<file path="src/rtl/divider_16bit_pkg.sv">
// Shared constants and types for the 16-bit restoring divider.
//   WIDTH    : operand/result width; also the number of iterations
//   CNT_W    : width of the step counter
//   state_t  : controller state encoding
package divider_16bit_pkg;

    localparam int unsigned WIDTH = 16;
    localparam int unsigned CNT_W = $clog2(WIDTH) + 1;

    typedef enum logic [1:0] {
        IDLE = 2'd0,
        RUN  = 2'd1,
        DONE = 2'd2
    } state_t;

endpackage : divider_16bit_pkg

</file>
<file path="src/rtl/divider_16bit_step.sv">
// One restoring-division step: trial subtraction of the divisor from the
// shifted partial remainder, built as a WIDTH+1-bit ripple chain of full
// adders with the divisor inverted and carry-in forced to 1.
//   r_shifted : partial remainder after the left shift (WIDTH+1 bits)
//   d         : divisor
//   r_next_c  : restored or reduced partial remainder
//   q_bit_c   : quotient bit produced by this step
module divider_16bit_step
    import divider_16bit_pkg::*;
(
    input  logic [WIDTH:0]   r_shifted,
    input  logic [WIDTH-1:0] d,
    output logic [WIDTH:0]   r_next_c,
    output logic             q_bit_c
);

    logic [WIDTH:0] b_inv;
    logic [WIDTH:0] diff;

    assign b_inv = ~{1'b0, d};

    // Ripple chain of full-adder cells: sum = a^b^c, carry = ab | c(a^b).
    always_comb begin
        logic c;
        c    = 1'b1;
        diff = '0;
        for (int i = 0; i <= int'(WIDTH); i++) begin
            diff[i] = r_shifted[i] ^ b_inv[i] ^ c;
            c       = (r_shifted[i] & b_inv[i]) | (c & (r_shifted[i] ^ b_inv[i]));
        end
    end

    // A clear sign bit means the trial result is non-negative: keep it.
    assign q_bit_c  = ~diff[WIDTH];
    assign r_next_c = q_bit_c ? diff : r_shifted;

endmodule : divider_16bit_step

</file>
<file path="src/rtl/divider_16bit.sv">
// Multi-cycle unsigned restoring divider, one quotient bit per clock.
//   clk, rst_n          : clock, asynchronous active-low reset
//   start               : accept dividend/divisor (in IDLE or DONE)
//   dividend, divisor   : operands, sampled with start
//   busy                : division in progress
//   done                : one-cycle pulse, results valid
//   quotient, remainder : results, held until the next completion
//   div_by_zero         : latched divisor was zero, held with the results
module divider_16bit
    import divider_16bit_pkg::*;
(
    input  logic             clk,
    input  logic             rst_n,
    input  logic             start,
    input  logic [WIDTH-1:0] dividend,
    input  logic [WIDTH-1:0] divisor,
    output logic             busy,
    output logic             done,
    output logic [WIDTH-1:0] quotient,
    output logic [WIDTH-1:0] remainder,
    output logic             div_by_zero
);

    state_t           state;
    logic [WIDTH-1:0] q_reg;
    logic [WIDTH-1:0] d_reg;
    logic [WIDTH:0]   r_reg;
    logic [CNT_W-1:0] count;

    logic [WIDTH:0]   r_shifted;
    logic [WIDTH:0]   r_next;
    logic             q_bit;

    // {R,Q} << 1: the MSB of Q enters the LSB of R.
    assign r_shifted = (r_reg << 1) | (WIDTH + 1)'(q_reg[WIDTH-1]);

    divider_16bit_step u_step (
        .r_shifted (r_shifted),
        .d         (d_reg),
        .r_next_c  (r_next),
        .q_bit_c   (q_bit)
    );

    // Controller, datapath registers and registered outputs.
    always_ff @(posedge clk or negedge rst_n) begin
        if (!rst_n) begin
            state       <= IDLE;
            q_reg       <= '0;
            d_reg       <= '0;
            r_reg       <= '0;
            count       <= '0;
            busy        <= 1'b0;
            done        <= 1'b0;
            quotient    <= '0;
            remainder   <= '0;
            div_by_zero <= 1'b0;
        end else begin
            case (state)
                IDLE, DONE: begin
                    done <= 1'b0;
                    if (start) begin
                        q_reg <= dividend;
                        d_reg <= divisor;
                        r_reg <= '0;
                        count <= '0;
                        busy  <= 1'b1;
                        state <= RUN;
                    end else begin
                        busy  <= 1'b0;
                        state <= IDLE;
                    end
                end
                RUN: begin
                    q_reg <= {q_reg[WIDTH-2:0], q_bit};
                    r_reg <= r_next;
                    count <= count + CNT_W'(1);
                    if (count == CNT_W'(WIDTH - 1)) begin
                        quotient    <= {q_reg[WIDTH-2:0], q_bit};
                        remainder   <= r_next[WIDTH-1:0];
                        div_by_zero <= (d_reg == '0);
                        done        <= 1'b1;
                        busy        <= 1'b0;
                        state       <= DONE;
                    end
                end
                default: begin
                    busy  <= 1'b0;
                    done  <= 1'b0;
                    state <= IDLE;
                end
            endcase
        end
    end

endmodule : divider_16bit
</file>
<file path="config.mk">
export PLATFORM = sky130hd
export DESIGN_NAME = divider_16bit
export DESIGN_NICKNAME = d
export VERILOG_FILES = /design/src/rtl/divider_16bit_pkg.sv /design/src/rtl/divider_16bit_step.sv /design/src/rtl/divider_16bit.sv
export SDC_FILE = /design/constraint.sdc
export NUM_CORES = 1
export LEC_CHECK = 0
export ABC_AREA = 1
export ABC_CLOCK_PERIOD_IN_PS = 12600
export CORE_MARGIN = 2
export CORE_UTILIZATION = 50
export DETAILED_ROUTE_END_ITERATION = 6
export DONT_BUFFER_PORTS = 1
export GPL_TIMING_DRIVEN = 0
export SLEW_MARGIN = 0
export SYNTH_ARGS = -nofsm -noshare
export SYNTH_HDL_FRONTEND = slang
export SYNTH_SLANG_ARGS = --single-unit
export TNS_END_PERCENT = 30
</file>
<file path="constraint.sdc">
create_clock -name clk -period 12.6 [get_ports clk]
set_input_delay 1.26 -clock clk [delete_from_list [all_inputs] [get_ports clk]]
set_output_delay 1.26 -clock clk [all_outputs]
set_load 0.01 [all_outputs]
</file>
==> flow_summary.ini, run 1 <==
[pwr]
leakage_nw = 2.37
power_density_nw_per_um2 = 296
pwr-share-clk_pct = 14.5
peakVddDrop_mv = 0.119
p_int_uw = 757
switching_share_pct = 44.7
switchingPower_uw = 611
p_total_mw = 1.37
power_frac_comb_pct = 45.7
power_frac_seq_pct = 39.8

[placement]
place_ws_ps = 5040
place_area_sq_um = 4420
io_buffers = 0
dp_hpwl_um = 6490
gp_congestion = 0.789

[timing]
setup_viol = 0
worst_slew_pin_slew_ps = 404
slew_viol_final = 0
setup_ws_ps = 5050
fmax_mhz = 133
fin_worst_skew_ps = 15.1
rsz0062_at_grt = no
post-route-period-util_pct = 59.9
tns_ps = 0
hold_viol_final = 0
slew_headroom_pct = 73.1
period_needed_ps = 7550

[floorplan]
initial_core_util_pct = 52.0
dieArea_sq_um = 9340
core_area_sq_um = 8260
die_y_um = 96.6
dieWidth_um = 96.6
placementRows = 33
io_pins = 70

[detailed_routing]
wl_per_cell_um = 15.4
drc = 0
num_vias = 3112
via_per_inst = 5.06
drtIter0Drc = 195
antenna_left = 0
firstDrtPassIters = 4
finalWirelength_um = 9490

[logic_synthesis]
synth_common_cells = nand2_1, dfrtp_1, inv_1
synth_top_flop_cell = dfrtp_1
yosys-top-cells-area = dfrtp_1, nand2_1, fa_1
synth-edff-count = 0
yosys.cell_types.count = 22
ys.warnings.count = 0
syn_avg_cell_area_sq_um = 8.68
synthMostInstantiatedCell = nand2_1
synth_area_leader_cell = dfrtp_1
async_flop_share_pct = 100
ys_ff_latch = 89
netlist.area_leader.share_pct = 51.9
syn_area_sq_um = 4290
synthCells = 494
synth_fp_nets = 547
ys_seq_area_share_pct = 51.9

[layout]
fin_nets = 558
drive_gt1_share_pct = 10.0
multi_input_area_sq_um = 1660
fill_cells = 804
final_util_pct = 55.9
synthToLayoutAreaGrowth_pct = 7.64
diodes = 0
final_area_sq_um = 4620
final-seq-area_sq_um = 2230

[global_route]
grt_pass1_vias = 3215
grt_start_max_net_pins = 90
grt.overflow.total = 0
grt_first_pass_wirelength_um = 16500
grt_antenna_before_repair = 0
grt.total_usage_pct = 22.4

[clock_network]
holdBufCountCts = 0
cts_buffers = 9
path_clk_slew_ps = 90
clk-insertion-delay-late_ps = 360
htreeDepth = 3
cts_tree = built
cts_setup_buffers = 0
cts_resized = 0
cts.path.max_buffers = 2
clock_sinks = 89
root_buffer = clkbuf_8

[run]
drv_cap = 0

[worst_setup_path]
path_class = reg2reg
end_kind = flop
arrival_ps = 7800
start_kind = flop
path_max_fanout = 10
worstPathRequired_ps = 12850

[worst_hold_path]
hold_class = reg2reg

[outcome]
status = completed
==> worst max-delay path, cell delays in order, from the launching register on <==
cell and delay, ps:
dfrtp_1 370, inv_1 110, ha_1 160, inv_1 50, fa_1 380, fa_1 400
fa_1 400, fa_1 390, fa_1 380, fa_1 380, fa_1 380, fa_1 380
fa_1 380, fa_1 390, fa_1 420, fa_1 410, fa_1 410, fa_1 410
fa_1 430, inv_1 90, nand2_1 70, nand2_2 160, buf_4 230, nand2_1 90
nand3_1 100, nand2_1 60
==> routing by layer <==
metal / vias to the layer above / wire length, um / GRT usage [%]
met5: - / 0 / 0
met4: 0 / 94 / 5.96
met3: 8 / 470 / 5.13
met2: 82 / 4250 / 34.3
met1: 1485 / 4680 / 32.4
li1: 1537 / - / -
==> cells in the final DEF, fill, tap and decap left out <==
master	instances
nand3_1	42
nand2_1	203
clkinv_2	2
o21ai_0	11
buf_6	8
buf_4	6
buf_2	4
fa_1	15
clkinvlp_4	2
nand2_4	1
inv_2	5
bufinv_16	1
o21ai_2	8
clkbuf_1	2
dfrtp_1	89
inv_1	60
clkbuf_8	10
ha_1	3
nor2_8	1
nor3_1	1
o22ai_1	1
nor2_1	15
a21oi_1	2
o21ai_1	6
nand2_2	3
o211ai_1	9
==> area by class of cell <==
type | count | area share (%)
sequential | 89 | 48.2
multi-input combinational | 321 | 36.0
inverter | 65 | 5.28
buffer | 19 | 3.44
clock buffer | 11 | 3.06
tap | 105 | 2.84
clock inverter | 5 | 1.19
==> power groups by stage <==
stage               Sequential (mW)  Clock (mW)  Combinational (mW)
finish                        0.544       0.199               0.625
global route                  0.566       0.215               0.744
CTS                           0.546       0.205               0.632
detailed placement            0.552           0               0.626
global placement              0.549           0               0.602
floorplan                     0.525           0               0.498
==> path summary, 6_finish.rpt <==
kind	start	end	slack, ps	depth (start not counted)
worst max-delay path	q_reg[15]	r_reg[10]	5050	25
worst min-delay path	count[0]	count[0]	510	1
worst max register to register	q_reg[15]	r_reg[10]	5050	25
worst min register to register	count[0]	count[0]	510	1
max in group asynchronous	rst_n	d_reg[8]	11900	0
min in group asynchronous	rst_n	remainder[3]	580	0
==> cell families (layout without fill, tap and decap cells) <==
kind of cell	count (synthesis)	after routing	share of synthesized area, %
buffers and inverters	84	100	9.39
flip-flops	89	89	51.9
AND/OR/NAND/NOR	266	266	25.3
adder cells (fa/ha/maj)	18	18	7.87
AO/OA/AOI/OAI	37	37	5.57
==> stage by stage <==
| stage | std cells | hold WS, ps |
|---|---|---|
| 3_3_place_gp | 599 | 482 |
| 4_1_cts | 615 | 513 |
| 6_report | 615 | 507 |
| 5_1_grt | 615 | 534 |
| 2_1_floorplan | 494 | 467 |
| 3_5_place_dp | 599 | 491 |
Power figures use the tool's default switching activity.
==> inputs of run 2 (changes only) <==
--- a/config.mk
+++ b/config.mk
@@ -6,7 +6,7 @@
 export NUM_CORES = 1
 export LEC_CHECK = 0
 export ABC_AREA = 1
-export ABC_CLOCK_PERIOD_IN_PS = 12600
+export ABC_CLOCK_PERIOD_IN_PS = 7850
 export CORE_MARGIN = 2
 export CORE_UTILIZATION = 50
 export DETAILED_ROUTE_END_ITERATION = 6
==> constraint.sdc (replaced) <==
create_clock -name clk -period 7.85 [get_ports clk]
set_input_delay 0.785 -clock clk [delete_from_list [all_inputs] [get_ports clk]]
set_output_delay 0.785 -clock clk [all_outputs]
set_load 0.01 [all_outputs]
==> run 2 against run 1 <==
Via count grew 0.19%. Final cell count unchanged. Sequential power increased by 60%. Sequential share of layout area down 0.21 points. Clock skew is 3.0 ps lower. Power rose by 62%. Wire length stayed put. Worst hold slack got worse by 400 ps. Flip-flop and latch count is the same. Highest routed layer unchanged.
==> flow_summary.ini, run 2 (synthesis results as in run 1) <==
[placement]
gp_congestion = 0.789
place_area_sq_um = 4420
placed_cells = 599
io_buffers = 0
dp_hpwl_um = 6490

[layout]
most-common-layout-cells = nand2_1, dfrtp_1, inv_1
synthToLayoutAreaGrowth_pct = 8.11
final_common_cell = nand2_1
final_util_pct = 56.2
fin_nets = 558
fin_cells = 615
drive_gt1_share_pct = 10.2
diodes = 0
final_area_sq_um = 4640

[detailed_routing]
drc = 0
drtIter0Drc = 185
wl_per_cell_um = 15.4
finalWirelength_um = 9490
via_per_inst = 5.07
antenna_left = 0
num_vias = 3118
firstDrtPassIters = 5

[floorplan]
dieArea_sq_um = 9340
die_y_um = 96.6
dieWidth_um = 96.6
io_pins = 70
core_area_sq_um = 8260
initial_core_util_pct = 52.0
placementRows = 33

[timing]
worst_slew_pin_slew_ps = 409
fin_worst_skew_ps = 12.1
slew_headroom_pct = 72.7
period_needed_ps = 7410
rsz0062_at_grt = no
setup_viol = 0
post-route-period-util_pct = 94.4
hold_viol_final = 0
slew_viol_final = 0
fmax_mhz = 135
tns_ps = 0

[pwr]
peakVddDrop_mv = 0.193
power_density_nw_per_um2 = 478
leakage_nw = 2.37

[worst_setup_path]
rr_worst_depth = 25
worstSetupStartpoint = q_reg[15]
arrival_ps = 7670
end_kind = flop
start_kind = flop
worstPathRequired_ps = 8100
path_class = reg2reg
reg2reg_from = q_reg[15]
crit_path_end = remainder[14]
path_max_fanout = 10
r2r_slack_ps = 440
reg2reg_to = remainder[14]

[clock_network]
cts.path.max_buffers = 2
cts_resized = 0
cts_setup_buffers = 0
cts_tree = built
clk-insertion-delay-late_ps = 360
holdBufCountCts = 0
root_buffer = clkbuf_8
cts_buffers = 9
htreeDepth = 3
clock_sinks = 89
path_clk_slew_ps = 90

[global_route]
grt.overflow.total = 0
grt.total_usage_pct = 22.4
grt_antenna_before_repair = 0
grt_pass1_vias = 3215
grt_start_max_net_pins = 90
grt_first_pass_wirelength_um = 16500

[run]
drv_cap = 0

[outcome]
status = completed

[worst_hold_path]
hold_class = in2async
[run 2: where the power goes]
part	switching, mW	internal [mW]	total (mW)
sequential	0.190	0.683	0.873
clock	0.164	0.155	0.319
combinational	0.633	0.391	1.02
[run 2: through the flow]
step                      worst slack, ps  hold WS, ps  power, mW
after floorplan                       865          467       1.64
after global placement                341          482       1.85
after detailed placement              290          491       1.89
after CTS                             280         97.2       2.22
after global routing                 50.3         83.7       2.47
final                                 439          108       2.22
[run 2: routing by layer]
| layer | GRT usage, % | share of wire (%) |
|---|---|---|
| met3 | 5.13 | 4.6 |
| met5 | 0 | 0 |
| met1 | 32.4 | 49 |
| met4 | 5.96 | 1.1 |
| met2 | 34.3 | 45 |
[run 2: cell type report]
type                    instances  area (sq um)
clock buffers                  11           141
inverters                      65           244
plain buffers                  19           166
multi-input cells             321          1670
fillers                       805          3620
flip-flops and latches         89          2230
well taps                     105           131
clock inverters                 5          55.1
[run 2: worst max-delay path, cell delays in order, from the launching register on]
cell and delay (ps):
dfrtp_1 370, inv_1 110, ha_1 160, inv_1 50, fa_1 380, fa_1 390, fa_1 390, fa_1 390
fa_1 380, fa_1 380, fa_1 380, fa_1 380, fa_1 380, fa_1 390, fa_1 420, fa_1 420
fa_1 410, fa_1 410, fa_2 380, inv_1 80, nand2_1 90, nand2_4 130, buf_6 180, nand2_1 80
nand3_1 100, nand2_1 50
[run 2: worst min path at each step]
| stage | endpoint | cells after the start | slack (ps) |
|---|---|---|---|
| 2_1_floorplan | count[1] | 2 | 470 |
| 3_3_place_gp | q_reg[15] | 2 | 480 |
| 3_5_place_dp | quotient[9] | 0 | 490 |
| 4_1_cts | quotient[3] | 0 | 100 |
| 5_1_grt | remainder[3] | 0 | 80 |
| 6_report | remainder[3] | 0 | 110 |
